<file path="config.mk">
export PLATFORM = sky130hd
export DESIGN_NAME = i2s_rx_ctrl
export DESIGN_NICKNAME = d
export VERILOG_FILES = /design/src/rtl/i2s_rx_pkg.sv /design/src/rtl/i2s_rx_blk_cnt.sv /design/src/rtl/i2s_rx_ctrl.sv
export SDC_FILE = /design/constraint.sdc
export NUM_CORES = 1
export LEC_CHECK = 0
export BUFFER_PORTS_ARGS = -buffer_cell sky130_fd_sc_hd__buf_4
export CORE_ASPECT_RATIO = 0.5
export CORE_UTILIZATION = 34
export DETAILED_ROUTE_END_ITERATION = 6
export GPL_TIMING_DRIVEN = 0
export HOLD_SLACK_MARGIN = 0.1
export PLACE_DENSITY = 0.53
export SLEW_MARGIN = 30
export SYNTH_ARGS = -nofsm -noshare
export SYNTH_HDL_FRONTEND = slang
export SYNTH_HIERARCHICAL = 1
export SYNTH_SLANG_ARGS = --single-unit
</file>
<file path="constraint.sdc">
create_clock -name WBs_CLK_i -period 2.6 [get_ports WBs_CLK_i]
set_input_delay 0.52 -clock WBs_CLK_i [delete_from_list [all_inputs] [get_ports WBs_CLK_i]]
set_output_delay 0.52 -clock WBs_CLK_i [all_outputs]
set_load 0.02 [all_outputs]
</file>
<file path="src/rtl/i2s_rx_pkg.sv">
// Shared types and constants for the I2S slave receive sequencer.
// The state encoding is visible to software via state_o, so the values are fixed.
package i2s_rx_pkg;

  typedef enum logic [2:0] {
    ST_IDLE   = 3'd0,
    ST_SETTLE = 3'd1,
    ST_WAIT_L = 3'd2,
    ST_WAIT_R = 3'd3,
    ST_ERR    = 3'd4
  } rx_state_t;

  localparam int unsigned SAMPLE_W = 16;
  localparam int unsigned WORD_W   = 32;

  // Stereo word layout in the FIFO: left sample in the upper half.
  localparam bit PACK_LEFT_HIGH = 1'b1;

  function automatic logic [WORD_W-1:0] pack_word(input logic [SAMPLE_W-1:0] left,
                                                  input logic [SAMPLE_W-1:0] right);
    return PACK_LEFT_HIGH ? {left, right} : {right, left};
  endfunction

endpackage

</file>
<file path="src/rtl/i2s_rx_blk_cnt.sv">
// Block word counter: loads the block length at run start, counts FIFO writes,
// wraps at the block length and pulses blk_done alongside the completing write.
module i2s_rx_blk_cnt #(
  parameter int unsigned BLK_W = 9
) (
  input  logic             i2s_clk_int,
  input  logic             rst,
  input  logic             load,
  input  logic [BLK_W-1:0] len,
  input  logic             inc,
  output logic [BLK_W-1:0] cnt,
  output logic             blk_done
);

  logic [BLK_W-1:0] len_q;
  logic [BLK_W-1:0] cnt_inc;

  // A length of 0 means 2^BLK_W: the incremented count wraps to 0 and matches.
  assign cnt_inc = cnt + BLK_W'(1);

  always_ff @(posedge i2s_clk_int) begin
    if (rst) begin
      len_q    <= '0;
      cnt      <= '0;
      blk_done <= 1'b0;
    end else begin
      blk_done <= 1'b0;
      if (load) begin
        len_q <= len;
        cnt   <= '0;
      end else if (inc) begin
        if (cnt_inc == len_q) begin
          cnt      <= '0;
          blk_done <= 1'b1;
        end else begin
          cnt <= cnt_inc;
        end
      end
    end
  end

endmodule

</file>
<file path="src/rtl/i2s_rx_ctrl.sv">
// I2S slave receive sequencer: enables the receiver, pairs L/R samples into
// 32-bit FIFO words, counts blocks and keeps sticky overflow / clock-loss status.
module i2s_rx_ctrl
  import i2s_rx_pkg::*;
#(
  parameter int unsigned BLK_W      = 9,
  parameter int unsigned SETTLE_CYC = 8
) (
  input  logic             WBs_CLK_i,
  input  logic             WBs_RST_i,
  input  logic             ctrl_en_i,
  input  logic [BLK_W-1:0] blk_len_i,
  input  logic             irq_clr_i,
  input  logic             push_left_i,
  input  logic             push_right_i,
  input  logic [15:0]      data_left_i,
  input  logic [15:0]      data_right_i,
  input  logic             i2s_dis_i,
  input  logic             fifo_full_i,
  output logic             I2S_S_EN_o,
  output logic             fifo_push_o,
  output logic [31:0]      fifo_wdata_o,
  output logic             blk_done_o,
  output logic             irq_o,
  output logic             ovfl_o,
  output logic             clk_lost_o,
  output logic [BLK_W-1:0] word_cnt_o,
  output logic [2:0]       state_o
);

  localparam int unsigned SET_W = (SETTLE_CYC > 1) ? $clog2(SETTLE_CYC) : 1;
  localparam logic [SET_W-1:0] SET_LAST = SET_W'(SETTLE_CYC - 1);

  rx_state_t     state_q, state_d;
  logic [SET_W-1:0] settle_q, settle_d;
  logic [15:0]   hold_q, hold_d;
  logic          wr_en;
  logic          ovfl_set;
  logic          lost_set;
  logic          cnt_load;

  always_comb begin
    state_d  = state_q;
    settle_d = settle_q;
    hold_d   = hold_q;
    wr_en    = 1'b0;
    ovfl_set = 1'b0;
    lost_set = 1'b0;
    cnt_load = 1'b0;
    case (state_q)
      ST_IDLE: begin
        if (ctrl_en_i) begin
          state_d  = ST_SETTLE;
          settle_d = '0;
          cnt_load = 1'b1;
        end
      end
      ST_SETTLE: begin
        if (!ctrl_en_i) begin
          state_d = ST_IDLE;
          hold_d  = '0;
        end else if (settle_q == SET_LAST) begin
          state_d = ST_WAIT_L;
        end else begin
          settle_d = settle_q + SET_W'(1);
        end
      end
      ST_WAIT_L, ST_WAIT_R: begin
        // Clock loss outranks a software stop; neither lets a pending pair through.
        if (i2s_dis_i) begin
          state_d  = ST_ERR;
          lost_set = 1'b1;
          hold_d   = '0;
        end else if (!ctrl_en_i) begin
          state_d = ST_IDLE;
          hold_d  = '0;
        end else begin
          if (state_q == ST_WAIT_R && push_right_i) begin
            if (fifo_full_i) ovfl_set = 1'b1;
            else             wr_en    = 1'b1;
            state_d = ST_WAIT_L;
          end
          // A new left sample always wins the hold register and re-arms WAIT_R.
          if (push_left_i) begin
            hold_d  = data_left_i;
            state_d = ST_WAIT_R;
          end
        end
      end
      ST_ERR: begin
        if (!ctrl_en_i) state_d = ST_IDLE;
      end
      default: state_d = ST_IDLE;
    endcase
  end

  always_ff @(posedge WBs_CLK_i) begin
    if (WBs_RST_i) begin
      state_q      <= ST_IDLE;
      settle_q     <= '0;
      hold_q       <= '0;
      fifo_push_o  <= 1'b0;
      fifo_wdata_o <= '0;
      irq_o        <= 1'b0;
      ovfl_o       <= 1'b0;
      clk_lost_o   <= 1'b0;
    end else begin
      state_q     <= state_d;
      settle_q    <= settle_d;
      hold_q      <= hold_d;
      fifo_push_o <= wr_en;
      if (wr_en) fifo_wdata_o <= pack_word(hold_q, data_right_i);
      irq_o      <= blk_done_o | (irq_o & ~irq_clr_i);
      ovfl_o     <= ovfl_set   | (ovfl_o & ~irq_clr_i);
      clk_lost_o <= lost_set   | (clk_lost_o & ~irq_clr_i);
    end
  end

  i2s_rx_blk_cnt #(
    .BLK_W (BLK_W)
  ) u_blk_cnt (
    .i2s_clk_int (WBs_CLK_i),
    .rst         (WBs_RST_i),
    .load        (cnt_load),
    .len         (blk_len_i),
    .inc         (wr_en),
    .cnt         (word_cnt_o),
    .blk_done    (blk_done_o)
  );

  assign I2S_S_EN_o = (state_q == ST_SETTLE) || (state_q == ST_WAIT_L) || (state_q == ST_WAIT_R);
  assign state_o    = state_q;

endmodule

</file>
; After elaboration in Yosys (flattened, before gate mapping)
; Index checks and enable logic that the tools add are counted.
[totals]
ff_bits = 77
word_cells = 81
[classes]
addsub = 2
n_eq_ne = 14
n_mux = 34
bitwise_logic = 8
reduce_logical = 12
[op_table]
columns = cell, n
row1 = two-way mux 16 bit, 4
row2 = two-way mux 3 bit, 11
row3 = case mux 16 bit (2 select lines), 1
row4 = two-way mux 1 bit, 15
row5 = case mux 3 bit (4 select lines), 1
row6 = != test 2 bit (second input constant), 5
row7 = adder 9 x 1 -> 9 bit (second input constant), 1
row8 = equality test 9 bit, 1
row9 = two-way mux 9 bit, 1
row10 = AND reduction 4 bit, 2
row11 = equality test 3 x 2 -> 1 bit (second input constant), 2
row12 = equality test 3 bit (second input constant), 2
row13 = case mux 3 bit (2 select lines), 1
row14 = != test 5 bit (second input constant), 1
row15 = != test 4 bit (second input constant), 1
row16 = nonzero test 2 bit, 2
row17 = OR reduction 2 bit, 2
row18 = adder 3 x 1 -> 3 bit (second input constant), 1
row19 = AND 1 bit, 3
row20 = equality test 3 x 1 -> 1 bit (second input constant), 1
row21 = zero test 3 bit, 1
row22 = != test 3 bit (second input constant), 1
row23 = bitwise OR 1 bit, 3
row24 = AND reduction 3 bit, 1
row25 = other kinds (4), 6

; Longest topological paths before layout
[depth]
ltp_word = 8
mapped_depth = 12

; By module
; Netlist, hierarchy kept.
[by_module_without_submodules]
columns = module, n_inst, cells_each, area_per_inst_um2
row1 = i2s_rx_ctrl, 1, 229, 2432.3
row2 = i2s_rx_blk_cnt, 1, 119, 1057.3

; Least setup slack after synthesis
; OpenSTA, ideal clock, no wires.
[synth_timing]
path_type = input -> register
from = input port i2s_dis_i
to = register u_blk_cnt.cnt[8]
setup_ns = 0.070
t_arrival_ns = 2.352
t_required_ns = 2.530
slack_ns = 0.178
path_stages = 11
n_path_buf = 3
path_cell_list = nand2b_2 or4_1 buf_6 inv_12 buf_12 buf_2 nand3_1 nor3_1 xor2_1 nand2_1 a21oi_1
[synth_between]
elab_chain_len = 2
[synth_rtl]
columns = item, line_no
row1 = "start, declared", i2s_rx_ctrl.sv:18  ; input logic i2s_dis_i,
row2 = two-way mux 1 bit, i2s_rx_ctrl.sv:70  ; if (i2s_dis_i) begin
row3 = two-way mux 1 bit, i2s_rx_ctrl.sv:50  ; case (state_q)
row4 = via wr_en, i2s_rx_ctrl.sv:37  ; logic wr_en;
row5 = "end signal, assigned", i2s_rx_blk_cnt.sv:36  ; cnt <= cnt_inc;
row6 = "end, declared", i2s_rx_blk_cnt.sv:11  ; output logic [BLK_W-1:0] cnt,
; The timed path passes the listed nets, and every way through them passes these cells.
; A chain may end at the register's enable or synchronous reset.

; Worst setup path after layout
[layout_timing]
from = register state_q[2] (netlist: state_o[2])
to = register u_blk_cnt.cnt[3]
[layout_between]
elab_chain_len = 6
elab_cells_between_ends = 11
classes_between = 2 x eq/ne / 5 x mux / 4 x reduce/logical
[layout_rtl]
columns = item, line_no
row1 = "start, declared", i2s_rx_ctrl.sv:34  ; rx_state_t state_q, state_d;
row2 = "start signal, assigned", i2s_rx_ctrl.sv:108  ; state_q <= state_d;
row3 = equality test 3 x 2 -> 1 bit, "i2s_rx_ctrl.sv:50, i2s_rx_ctrl.sv:78"
row4 = logical AND 1 bit, i2s_rx_ctrl.sv:78  ; if (state_q == ST_WAIT_R && push_right_i) begin
row5 = two-way mux 1 bit, i2s_rx_ctrl.sv:78
row6 = two-way mux 1 bit, i2s_rx_ctrl.sv:74  ; end else if (!ctrl_en_i) begin
row7 = two-way mux 1 bit, i2s_rx_ctrl.sv:70
row8 = two-way mux 1 bit (*), i2s_rx_ctrl.sv:50
row9 = via wr_en, i2s_rx_ctrl.sv:37
; The timed path passes the listed nets; every way through them passes the cells marked *.

==> results_dict.tcl <==
set metrics [dict create \
    run_status "finished clean" \
    worstMarginPinSlew_ps 718 \
    viasPerCell 4.70 \
    whs_path_depth 2 \
    synth_enable_flop_cells 0 \
    hpwlAfterDp_mm 6.27 \
    antenna_cells 0 \
    start_util_pct 36.0 \
    pin_count 99 \
    clk_pin_slew_ps 60 \
    clock_path_buffers 2 \
    worstHoldStart "data_left_i[14]" \
    num_rows 25 \
    clock-skew-final_ps 7.14 \
    wirelength_mm 8.32 \
    powerDensity_nw_per_um2 574 \
    critPathArrivalTime_ps 2480 \
    ys_seq_area_share_pct 44.2 \
    globalplace.congestion 0.846 \
    start_kind "register" \
    rsz0062_at_grt "false" \
    synth_area_leaders "dfxtp_1, mux2i_1, nand2b_1" \
    hold_viol_final 0 \
    min_path_type "in2reg" \
    fp.dieW_um 145 \
    min_period_ps 2290 \
    yosys_warnings 6 \
    portBuffers 98 \
    cts_hold_repair.buffers 0 \
    postRouteAntennaNets 0 \
    critical_path.cell_chain "nand2b_4, or4_1, buf_6, inv_12, buf_12, o31ai_1, nor4_4, buf_4, a21oi_1" \
    cp_max_fo 18 \
    fin_setup_tns_ps 0 \
    cts-root-buf "clkbuf_16" \
    ctsHtreeMaxLevel 3 \
    synth.largest_area_cell "dfxtp_1" \
    ys_seq_elements 77 \
    synth_most_common_cell "dfxtp_1" \
    r2r_start "state_o[2]$_SDFFE_PP0P_" \
    ir_drop_mv 0.330 \
    finalCritPeriodShare_pct 88.0 \
    first_iter_violations 45 \
    layout-drive-gt1-share_pct 28.8 \
    die-area_um2 10700 \
    cp.required_ps 2790 \
    synthDistinctLibCells 45 \
    route.detailed.drc 0 \
    grt_max_degree 14 \
    syn_to_final_growth_pct 35.5 \
    grt_pass1_wl_mm 13.4 \
    synth_flop_cell "dfxtp_1" \
    yosys-top-cells-count "dfxtp_1, nand2b_1, mux2i_1" \
    netlist_area_um2 3490 \
    syn_nets 400 \
    leakagePower_nw 1.96 \
    cap_violations 0 \
    reg2reg_depth 9 \
    setup_ws_ps 311 \
    cts_tree "built" \
    synthCells 348 \
    fin_nets 509 \
    fin_cells 597 \
    fillers 928 \
    crit_slowest_cell "or4_1" \
    fin_util_pct 48.8 \
    grtUsageTotal_pct 16.2 \
    num_vias 2807 \
    core_um2 9700 \
    numCtsBuffers 9 \
    synth-async-reset-ratio_pct 0 \
    path_class "reg2reg" \
    grt_antenna_before_repair 0 \
    slew_violations 0 \
    placed_cells 581 \
    cp_slowest_stage_delay_ps 520 \
    startpoint "state_o[2]$_SDFFE_PP0P_" \
    clock_latency_ps 330 \
    grt_overflow_total 0 \
    wire_per_inst_um 13.9 \
    die_y_um 73.6 \
    synth.top_cell.area_share_pct 44.2 \
    first_pass_iters 4 \
    end_kind "register" \
    syn_avg_cell_area_um2 10.0 \
    grt_pass1_vias 2780 \
    preCtsSetupSlack_ps -234 \
    setup_viol 0 \
    max_freq_mhz 437 \
    clock_sinks 77 \
    slew_headroom_pct 52.0 \
]
==> layout make-up <==
type / count / area (um2) / share of cell area [%]
Tap cell: 135 / 169 / 3.57
Buffer: 19 / 121 / 2.57
Multi-Input combinational cell: 244 / 1790 / 37.8
Timing Repair Buffer: 100 / 751 / 15.9
Sequential cell: 77 / 1540 / 32.6
Inverter: 6 / 35.0 / 0.741
Clock inverter: 6 / 83.8 / 1.77
Clock buffer: 10 / 239 / 5.05
==> logic make-up after synthesis <==
logic type / share of synthesized area (%)
AND/OR/NAND/NOR: 23.4
flip-flops: 44.2
multiplexers: 12.6
AO/OA/AOI/OAI: 8.71
buffers and inverters: 4.73
XOR/XNOR: 5.27
adder cells (fa/ha/maj): 1.08
==> critical path: cells and delay by family (launching register included) <==
| family | cells | cell delay (ps) |
|---|---|---|
| DFF | 1 | 360 |
| AOI/OAI and AO/OA | 2 | 190 |
| and+or+nand+nor | 3 | 950 |
| buffers and inverters | 4 | 640 |
==> final timing paths <==
check	slack, ps	end
max	310	u_blk_cnt/cnt[3]$_SDFFE_PP0P_
min	390	hold_q[14]$_SDFFE_PP0P_
max reg2reg	310	u_blk_cnt/cnt[3]$_SDFFE_PP0P_
min reg2reg	460	ovfl_o$_SDFF_PP0_
==> flip-flops by register name (all words and copies together), names as in the netlist <==
signal and count:
u_blk_cnt/cnt 9, clk_lost_o 1, irq_o 1, settle_q 3, u_blk_cnt/blk_done 1, state_o 3
fifo_wdata_o 32, fifo_push_o 1, u_blk_cnt/len_q 9, hold_q 16, ovfl_o 1
==> power by group <==
group	switching [mW]	internal, mW	leakage (nW)
combinational	0.0748	0.0956	1.17
clock	0.478	0.864	0.163
sequential	0.00955	1.19	0.622
total	0.563	2.15	1.96
==> metrics by stage <==
| step | instance area, um2 | hold WS, ps | power [mW] |
|---|---|---|---|
| after CTS | 4730 | 375 | 2.75 |
| after detailed placement | 4390 | 452 | 1.40 |
| after global placement | 4390 | 455 | 1.39 |
| after floorplan | 3490 | 450 | 1.31 |
| after global routing | 4730 | 378 | 2.82 |
| final | 4730 | 386 | 2.71 |
==> placed cells by master (no fill, tap or decap), types with 9 or more instances in the layout <==
| cell type | synthesis | layout |
|---|---|---|
| buf_4 | 0 | 100 |
| dfxtp_1 | 77 | 76 |
| nand2b_1 | 70 | 70 |
| mux2i_1 | 44 | 44 |
| nor2_1 | 17 | 17 |
| o2bb2ai_1 | 16 | 16 |
| nand2_1 | 15 | 15 |
| clkbuf_1 | 13 | 12 |
| a21oi_1 | 12 | 12 |
| xnor2_1 | 11 | 11 |
| xor2_1 | 10 | 10 |
| clkbuf_16 | 0 | 9 |
==> metal layers <==
metal / GRT usage (%) / vias to the layer above / part of all wire [%]
met4: 5.38 / 0 / 1.0
met5: 0 / - / 0
li1: - / 1418 / -
met1: 18.2 / 1322 / 44
met2: 30.1 / 59 / 51
met3: 4.78 / 8 / 4.0
==> what timing repair did <==
item,in CTS,in global routing
endpoints found under the setup margin,9,10
setup buffers,2,0
resized for setup,0,2
pin swaps,1,0
No activity file was read; power rests on OpenSTA's default activity.
